==> src/rtl/mvt_pkg.sv <==
// Shared constants and types for the MVT sequencer and its pipes.
// Latency: n/a (declarations only).
// Backpressure: n/a.
package mvt_pkg;

    // Default geometry and pipeline depths of the MVT datapath.
    localparam int N        = 100;
    localparam int ADDR_W   = 14;
    localparam int IDX_W    = 7;
    localparam int MEM_LAT  = 1;
    localparam int MAC_LAT  = 2;
    localparam int AT_TRANS = 1;

    // Sequencer control states.
    typedef enum logic [1:0] {
        ST_IDLE  = 2'd0,
        ST_RUN   = 2'd1,
        ST_DRAIN = 2'd2,
        ST_DONE  = 2'd3
    } mvt_state_e;

    // Per-element MAC control flags travelling alongside the memory read.
    typedef struct packed {
        logic vld;
        logic first;
        logic last;
    } mac_flags_t;

endpackage

==> src/rtl/mvt_delay_line.sv <==
// Fixed-depth shift register that clears on reset; used to align control with data.
// Latency: DEPTH cycles from din to dout.
// Backpressure: none; shifts every cycle, upstream inserts bubbles itself.
module mvt_delay_line #(
    parameter int W     = 1,
    parameter int DEPTH = 1
) (
    input  logic         clk,
    input  logic         rst_n,
    input  logic [W-1:0] din,
    output logic [W-1:0] dout
);
    import mvt_pkg::*;

    logic [W-1:0] stage_q [DEPTH];
    logic [W-1:0] stage_d [DEPTH];

    // Next stage contents: new input at the head, everything else moves one down.
    always_comb begin
        stage_d[0] = din;
        for (int s = 1; s < DEPTH; s++) begin
            stage_d[s] = stage_q[s-1];
        end
    end

    // Pipeline registers; reset empties the whole line so no stale strobes escape.
    always_ff @(posedge clk or negedge rst_n) begin
        if (!rst_n) begin
            for (int s = 0; s < DEPTH; s++) begin
                stage_q[s] <= '0;
            end
        end else begin
            stage_q <= stage_d;
        end
    end

    assign dout = stage_q[DEPTH-1];

endmodule

==> src/rtl/mvt_sequencer.sv <==
// Walks (i,j) over an N x N matrix, issuing A/At/y reads and aligned MAC and x write-back controls.
// Latency: first issue 1 cycle after start; mac_* MEM_LAT after issue; x_wr_en MAC_LAT after mac_last.
// Backpressure: stall freezes issue (counters/addresses hold) and injects a bubble into the flag pipe.
module mvt_sequencer #(
    parameter int N        = mvt_pkg::N,
    parameter int ADDR_W   = mvt_pkg::ADDR_W,
    parameter int IDX_W    = mvt_pkg::IDX_W,
    parameter int MEM_LAT  = mvt_pkg::MEM_LAT,
    parameter int MAC_LAT  = mvt_pkg::MAC_LAT,
    parameter int AT_TRANS = mvt_pkg::AT_TRANS
) (
    input  logic              clk,
    input  logic              rst_n,
    input  logic              start,
    input  logic              stall,
    output logic              busy,
    output logic              done,
    output logic              mem_en,
    output logic [ADDR_W-1:0] a_addr,
    output logic [ADDR_W-1:0] at_addr,
    output logic [IDX_W-1:0]  y_idx,
    output logic              mac_valid,
    output logic              mac_first,
    output logic              mac_last,
    output logic              x_wr_en,
    output logic [IDX_W-1:0]  x_wr_idx
);
    import mvt_pkg::*;

    // The pipe behind the last issue is MEM_LAT deep for data plus MAC_LAT for the MAC.
    localparam int                DRAIN_CYC  = MEM_LAT + MAC_LAT;
    localparam int                CNT_W      = $clog2(DRAIN_CYC + 1);
    localparam logic [CNT_W-1:0]  DRAIN_INIT = CNT_W'(DRAIN_CYC - 1);
    localparam logic [IDX_W-1:0]  LAST_IDX   = IDX_W'(N - 1);
    localparam logic [IDX_W-1:0]  I_ONE      = IDX_W'(1);
    localparam logic [ADDR_W-1:0] A_ONE      = ADDR_W'(1);
    localparam logic [ADDR_W-1:0] A_STRIDE   = ADDR_W'(N);
    localparam logic [CNT_W-1:0]  C_ONE      = CNT_W'(1);

    mvt_state_e        state_q, state_d;
    logic [IDX_W-1:0]  i_q, i_d;
    logic [IDX_W-1:0]  j_q, j_d;
    logic [ADDR_W-1:0] a_addr_q, a_addr_d;
    logic [ADDR_W-1:0] at_addr_q, at_addr_d;
    logic [CNT_W-1:0]  drain_q, drain_d;
    logic              busy_q, busy_d;
    logic              done_q, done_d;

    logic              issue;
    logic              row_end;
    logic              last_elem;

    // Flag pipe carries the MAC flags plus the row index down to the MAC.
    mac_flags_t        iss_flags;
    logic [IDX_W-1:0]  iss_row;
    mac_flags_t        mac_flags;
    logic [IDX_W-1:0]  mac_row;

    // Write-back pipe carries the row-complete strobe through the MAC latency.
    logic              wb_in_vld;
    logic [IDX_W-1:0]  wb_in_row;

    // An element goes out only while running and the memories are ready.
    assign issue     = (state_q == ST_RUN) && !stall;
    assign row_end   = (j_q == LAST_IDX);
    assign last_elem = row_end && (i_q == LAST_IDX);

    // Next-state, counter and address update; addresses step by addition only.
    always_comb begin
        state_d   = state_q;
        i_d       = i_q;
        j_d       = j_q;
        a_addr_d  = a_addr_q;
        at_addr_d = at_addr_q;
        drain_d   = drain_q;
        busy_d    = busy_q;
        done_d    = 1'b0;
        case (state_q)
            ST_IDLE: begin
                if (start) begin
                    state_d   = ST_RUN;
                    busy_d    = 1'b1;
                    i_d       = '0;
                    j_d       = '0;
                    a_addr_d  = '0;
                    at_addr_d = '0;
                end
            end
            ST_RUN: begin
                if (!stall) begin
                    a_addr_d = a_addr_q + A_ONE;
                    if (row_end) begin
                        j_d = '0;
                        i_d = i_q + I_ONE;
                        // Column-wise walk restarts at the top of the next column.
                        at_addr_d = (AT_TRANS != 0) ? (a_addr_q + A_ONE)
                                                    : (ADDR_W'(i_q) + A_ONE);
                    end else begin
                        j_d = j_q + I_ONE;
                        at_addr_d = (AT_TRANS != 0) ? (a_addr_q + A_ONE)
                                                    : (at_addr_q + A_STRIDE);
                    end
                    if (last_elem) begin
                        // Park counters at the origin so the next pass starts clean.
                        state_d   = ST_DRAIN;
                        drain_d   = DRAIN_INIT;
                        i_d       = '0;
                        j_d       = '0;
                        a_addr_d  = '0;
                        at_addr_d = '0;
                    end
                end
            end
            ST_DRAIN: begin
                if (drain_q == '0) begin
                    state_d = ST_DONE;
                    busy_d  = 1'b0;
                    done_d  = 1'b1;
                end else begin
                    drain_d = drain_q - C_ONE;
                end
            end
            ST_DONE: begin
                state_d = ST_IDLE;
            end
            default: begin
                state_d = ST_IDLE;
            end
        endcase
    end

    // Control state, counters, addresses and registered status outputs.
    always_ff @(posedge clk or negedge rst_n) begin
        if (!rst_n) begin
            state_q   <= ST_IDLE;
            i_q       <= '0;
            j_q       <= '0;
            a_addr_q  <= '0;
            at_addr_q <= '0;
            drain_q   <= '0;
            busy_q    <= 1'b0;
            done_q    <= 1'b0;
        end else begin
            state_q   <= state_d;
            i_q       <= i_d;
            j_q       <= j_d;
            a_addr_q  <= a_addr_d;
            at_addr_q <= at_addr_d;
            drain_q   <= drain_d;
            busy_q    <= busy_d;
            done_q    <= done_d;
        end
    end

    // Flags for the element being issued; all zero on a bubble.
    always_comb begin
        iss_flags.vld   = issue;
        iss_flags.first = issue && (j_q == '0);
        iss_flags.last  = issue && row_end;
        iss_row         = issue ? i_q : '0;
    end

    mvt_delay_line #(
        .W     ($bits(mac_flags_t) + IDX_W),
        .DEPTH (MEM_LAT)
    ) u_flag_pipe (
        .clk   (clk),
        .rst_n (rst_n),
        .din   ({iss_flags, iss_row}),
        .dout  ({mac_flags, mac_row})
    );

    // A row finishes when its last product reaches the MAC.
    always_comb begin
        wb_in_vld = mac_flags.vld && mac_flags.last;
        wb_in_row = wb_in_vld ? mac_row : '0;
    end

    mvt_delay_line #(
        .W     (1 + IDX_W),
        .DEPTH (MAC_LAT)
    ) u_wb_pipe (
        .clk   (clk),
        .rst_n (rst_n),
        .din   ({wb_in_vld, wb_in_row}),
        .dout  ({x_wr_en, x_wr_idx})
    );

    assign busy      = busy_q;
    assign done      = done_q;
    assign mem_en    = issue;
    assign a_addr    = a_addr_q;
    assign at_addr   = at_addr_q;
    assign y_idx     = j_q;
    assign mac_valid = mac_flags.vld;
    assign mac_first = mac_flags.first;
    assign mac_last  = mac_flags.last;

endmodule

==> config.mk <==
export PLATFORM = sky130hd
export DESIGN_NAME = mvt_sequencer
export DESIGN_NICKNAME = d
export VERILOG_FILES = /design/src/rtl/mvt_pkg.sv /design/src/rtl/mvt_delay_line.sv /design/src/rtl/mvt_sequencer.sv
export SDC_FILE = /design/constraint.sdc
export NUM_CORES = 1
export LEC_CHECK = 0
export CORE_ASPECT_RATIO = 0.9
export CORE_MARGIN = 2
export CORE_UTILIZATION = 49
export CTS_BUF_LIST = sky130_fd_sc_hd__clkbuf_8
export CTS_CLUSTER_DIAMETER = 50
export DETAILED_ROUTE_END_ITERATION = 7
export GPL_ROUTABILITY_DRIVEN = 0
export PLACE_DENSITY_LB_ADDON = 0.05
export SYNTH_ARGS = -nofsm -noshare
export SYNTH_HDL_FRONTEND = slang
export SYNTH_SLANG_ARGS = --single-unit
==> constraint.sdc <==
create_clock -name clk -period 2.09 [get_ports clk]
set_input_delay 0.3135 -clock clk [delete_from_list [all_inputs] [get_ports clk]]
set_output_delay 0.3135 -clock clk [all_outputs]
set_load 0.02 [all_outputs]
# Yosys cells after proc, flatten, opt, wreduce, memory -nomap -nowiden
# Index checks and enable logic that the tools add are counted.
[word_totals]
output_inout_bits = 49
wordCells = 69
ff_bits = 60
[op_classes]
addsub = 4
reduce_logical = 17
muxes = 27
n_eq_ne = 11
[op_table]
columns = ["cell", "n"]
rows = [
  ["2-to-1 mux 7 bit", 9],
  ["2-to-1 mux 14 bit", 3],
  ["case mux 14 bit (2 select lines)", 1],
  ["case mux 7 bit (2 select lines)", 2],
  ["adder 14 x 1 -> 14 bit, second input constant", 1],
  ["adder 7 x 1 -> 7 bit, second input constant", 2],
  ["equality test 7 bit, second input constant", 2],
  ["AND reduction 4 bit", 3],
  ["2-to-1 mux 2 bit", 5],
  ["!= test 2 bit, second input constant", 5],
  ["case mux 2 bit (4 select lines)", 1],
  ["zero test 7 bit", 1],
  ["AND reduction 3 bit", 2],
  ["nonzero test 2 bit", 3],
  ["logical AND 1 bit", 5],
  ["equality test 2 bit, second input constant", 2],
  ["zero test 2 bit", 2],
  ["2-to-1 mux 1 bit", 4],
  ["case mux 2 bit (2 select lines)", 1],
  ["!= test 3 bit, second input constant", 1],
  ["equality test 2 x 1 -> 1 bit, second input constant", 1],
  ["case mux 1 bit (2 select lines)", 1],
  ["subtractor 2 x 1 -> 2 bit, second input constant", 1],
  ["zero test 1 bit", 1],
]

# Longest topological paths before layout
[depth]
ltp_word = 5
ltp_mapped = 9

# Cells and area by module
# Synthesis repeated with hierarchy kept, for this count alone.
[unflattened]
cells_unflattened = 278
area_unflattened_um2 = 2862.7
[modules_own_cells]
columns = ["module", "cells_each", "area_per_inst_um2", "n_inst"]
rows = [
  ["mvt_sequencer", 252, 2212.1, 1],
  ["mvt_delay_line at u_wb_pipe", 16, 400.4, 1],
  ["mvt_delay_line at u_flag_pipe", 10, 250.2, 1],
]

# Worst setup path before layout
# No wires, ideal clock.
[synth_timing]
path_kind = "reg-to-reg"
from = "reg state_q[0]"
to = "reg i_q[6]"
arrival_ns = 1.998
path_stages_with_launch = 8
path_slack_ns = 0.019
cell_sequence = "dfrtp_1 -> ha_1 -> and2_4 -> buf_6 -> or3_1 -> buf_6 -> or4_4 -> a21oi_2"
[synth_between]
elab_chain_cells = 3
[synth_rtl]
columns = ["item", "line", "text"]
rows = [
  ["from (decl)", "mvt_sequencer.sv:40", "mvt_state_e state_q, state_d;"],
  ["from (signal assigned)", "mvt_sequencer.sv:144", "state_q <= state_d;"],
  ["equality test 2 x 1 -> 1 bit or zero test 2 bit (tied branches)", "mvt_sequencer.sv:78", "case (state_q)"],
  ["!= test 3 bit (no source line), or another cell as far along", "--", ""],
  ["AND reduction 4 bit (no source line)", "--", ""],
  ["to (signal assigned)", "mvt_sequencer.sv:145", "i_q <= i_d;"],
  ["to (decl)", "mvt_sequencer.sv:41", "logic [IDX_W-1:0] i_q, i_d;"],
]
# Several ways; a longest one is shown, not always the timed one.
# A chain may end at the register's enable or synchronous reset.

# Worst setup path after layout
[layout_timing]
from = "reg j_q[3], in the netlist y_idx[3]"
to = "reg state_q[1]"
[layout_between]
elab_chain_cells = 4
[layout_rtl]
columns = ["item", "line", "text"]
rows = [
  ["from (decl)", "mvt_sequencer.sv:42", "logic [IDX_W-1:0] j_q, j_d;"],
  ["from (signal assigned)", "mvt_sequencer.sv:146", "j_q <= j_d;"],
  ["equality test 7 bit", "mvt_sequencer.sv:65", "assign row_end = (j_q == LAST_IDX);"],
  ["logical AND 1 bit", "mvt_sequencer.sv:66", "assign last_elem = row_end && (i_q == LAST_IDX);"],
  ["!= test 2 bit (no source line)", "--", ""],
  ["AND reduction 4 bit (no source line)", "--", ""],
]
# Every way passes these cells.

==> flow_summary_export.csv <==
group,metric,value,unit
run_status,status,"finished, final reports clean",
die,io_pins,53,
setup_path,worstPathRequired,2.31,ns
worst_hold_path,hold_class,"flop to flop",
pwr,leakage,1.697,nW
setup_path,path_max_fanout,2,
logic_synthesis,yosysWarnings,0,
timing,skew,0.005521,ns
cts,cts_max_level,3,
cells_and_area,drive_above_1_share,19.02,%
cells_and_area,syn_to_final_growth,33.13,%
cells_and_area,final_nets,355,
logic_synthesis,netlist_instances,266,
pwr,comb_power_share,42.7,%
logic_synthesis,synth_enable_flop_cells,0,
die,dieHeight,75.99,um
setup_path,cp.arrival,2.26,ns
cts,clock-sinks,60,
setup_path,r2r_slack,0.05,ns
detailed_routing,detail-route-antenna-nets,0,
detailed_routing,drt_first_pass_iters,4,
cts,clockBufferDepth,2,
logic_synthesis,synth_top_area_cell,"dfrtp_1",
timing,worst_pin_slew,0.5432,ns
pwr,cellInternalPower,0.002544,W
global_routing,gr-total-overflow,0,
cts,cts_root_buf,"clkbuf_8",
logic_synthesis,syn_nets,279,
timing,period_share,97.59,%
detailed_routing,wl,5.938,mm
global_routing,grt_max_degree,39,
timing,finalCriticalPeriod,2.040,ns
global_routing,grt-busiest-layer,"met2",
cells_and_area,stdcell_count,417,
logic_synthesis,synth_area,2821,um2
logic_synthesis,synth_common_cells,"dfrtp_1, buf_4, nand2_1, o21ai_0, a21oi_1",
pwr,pwr-share-seq,34.6,%
global_routing,grt_pass1_vias,2149,
global_routing,met2_usage,30.56,%
timing,slew_headroom,63.79,%
pwr,cellPowerDensity,1090,nW/um2
global_routing,grt_pass1_wl,10.10,mm
die,initial_utilization,50.13,%
setup_path,worstSetupPathType,"flop to flop",
cts,clk_pin_slew,0.07,ns
place,place_ws,-0.07122,ns
die,rows,26,
job,maxCapViolCount,0,
global_routing,use_met3,7.042,%
setup_path,start_kind,"flop",
timing,finalSetupViolCount,0,
global_routing,grt_util_all_layers,20.09,%
place,port_buffers,52,
pwr,swShare,37.84,%
die,dieArea,6382,um2
place,dp.cells,400,
logic_synthesis,synthArstFlopShare,100.0,%
pwr,power,0.004093,W
timing,final-hold-violation-count,0,
detailed_routing,drtIter0Drc,115,
timing,slew_violations,0,
pwr,vdd.ir_drop.worst,657.2,uV
timing,worst_slack,0.05038,ns
detailed_routing,vias,2227,
logic_synthesis,post-synth-top-count-cell,"dfrtp_1",
pwr,clkPwrFrac,22.7,%
logic_synthesis,ys.flop_type,"dfrtp_1",
place,place.detailed.hpwl,4.206,mm
logic_synthesis,synth_top_area_share,53.22,%
logic_synthesis,synth_area_leaders,"dfrtp_1, buf_4, ha_1, o21ai_0, o31ai_1",
timing,fmax,490.3,MHz
die,core,5628,um2
cts,numCtsBuffers,9,
detailed_routing,avgRoutedWirePerCell,14.24,um
setup_path,end_kind,"flop",
logic_synthesis,syn_avg_cell_area,10.61,um2
timing,hold_slack,0.3506,ns
global_routing,antenna_found_initial,0,
cts,cts_tree,"yes",
logic_synthesis,yosysSeqAreaShare,53.22,%
cells_and_area,num_antenna_cells,0,
logic_synthesis,synth_cell_types,46,
cts,worstSkewPairLatency,0.34,ns
logic_synthesis,synth_seq_cells,60,
global_routing,grt_util_met1,26.67,%
detailed_routing,viasPerCell,5.341,
pwr,switchingPower,0.001549,W
timing,rsz0062_at_grt,"yes",
die,die_w,83.99,um
detailed_routing,drc_errors,0,
[per-stage QoR]
stage | TNS (ns) | utilization (%) | cell area (um2)
2_1_floorplan | 0 | - | 2821
3_5_place_dp | -0.3649 | 62.92 | 3541
3_3_place_gp | -0.3299 | 62.92 | 3541
6_report | 0 | 66.74 | 3756
5_1_grt | -0.04862 | 66.74 | 3756
4_1_cts | 0 | 66.34 | 3734
[registers in the layout, indices dropped and copies added (netlist names)]
register,flops
at_addr,14
busy,1
done,1
drain_q,2
i_q,7
state_q,2
u_flag_pipe.dout,10
u_wb_pipe.dout,8
u_wb_pipe.stage_d,8
y_idx,7
[placed cells by master (no fill, tap or decap), types with 2 or more instances in the layout]
cell type,n
dfrtp_1,60
clkdlybuf4s50_1,50
buf_4,34
nand2_1,15
o21ai_0,15
a21oi_1,14
nor2_1,12
inv_1,11
nand3_1,11
o31ai_1,10
and2_1,9
and3_1,9
or3_1,9
clkbuf_8,9
nand4_1,8
or4_1,7
ha_1,6
nor2b_1,3
nor3_1,3
o21ai_1,3
xnor2_1,3
ha_2,3
clkinv_4,3
nor4b_1,2
nand2b_1,2
o211a_1,2
or4_4,2
a2bb2oi_1,2
nor4_1,2
clkinv_2,2
[critical path, stage by stage (launching register included)]
cell,delay [ns]
dfrtp_1,0.38
or3_1,0.41
o41ai_1,0.44
buf_4,0.19
and3_1,0.18
mux2_1,0.32
[repair_timing]
item                       CTS  global route
resized for setup            3             6
setup buffers                0             0
hold endpoints to repair    22             0
hold buffers                 1             0
setup endpoints to repair    6            15
[final timing paths]
| path | startpoint | end | cells after the start |
|---|---|---|---|
| setup / recovery | y_idx[3] | state_q[1] | 5 |
| hold / removal | u_wb_pipe.stage_d[0] | u_wb_pipe.dout[0] | 0 |
| setup reg to reg | y_idx[3] | state_q[1] | 5 |
| hold reg to reg | u_wb_pipe.stage_d[0] | u_wb_pipe.dout[0] | 0 |
| max in group asynchronous | rst_n | at_addr[12] | 3 |
| min in group asynchronous | rst_n | u_wb_pipe.dout[1] | 2 |
[layer usage]
metal  vias up  routed length (um)
li1       1106                   -
met3         7                 235
met5         -                   0
met4         0                  76
met1      1066                2785
met2        48                2840
[power groups by stage]
stage,combinational (W),clock (W),sequential (W)
after floorplan,0.000901,0,0.00150
after global placement,0.00166,0,0.00143
after detailed placement,0.00169,0,0.00144
after CTS,0.00171,0.000962,0.00142
after global routing,0.00191,0.00101,0.00144
final,0.00175,0.000929,0.00142
[cell type report]
cell class,instances,area (um2)
Fill cell,444,1872
Inverter,11,41.29
Multi-Input combinational cell,172,1149
Timing Repair Buffer,88,800.8
Clock inverter,7,52.55
Sequential cell,60,1501
Clock buffer,9,123.9
Tap cell,70,87.58
[cell families (layout without fill, tap and decap cells)]
family	after synthesis	count (layout)	synth area share, %
compound gates	57	57	13.30
xor+xnor	4	4	1.242
fa+ha+maj	9	9	3.991
buf+inv	34	115	7.095
flops	60	60	53.22
mux	2	2	0.7539
simple gates	100	100	20.40
Note: power is estimated with default switching activity, not from simulation.
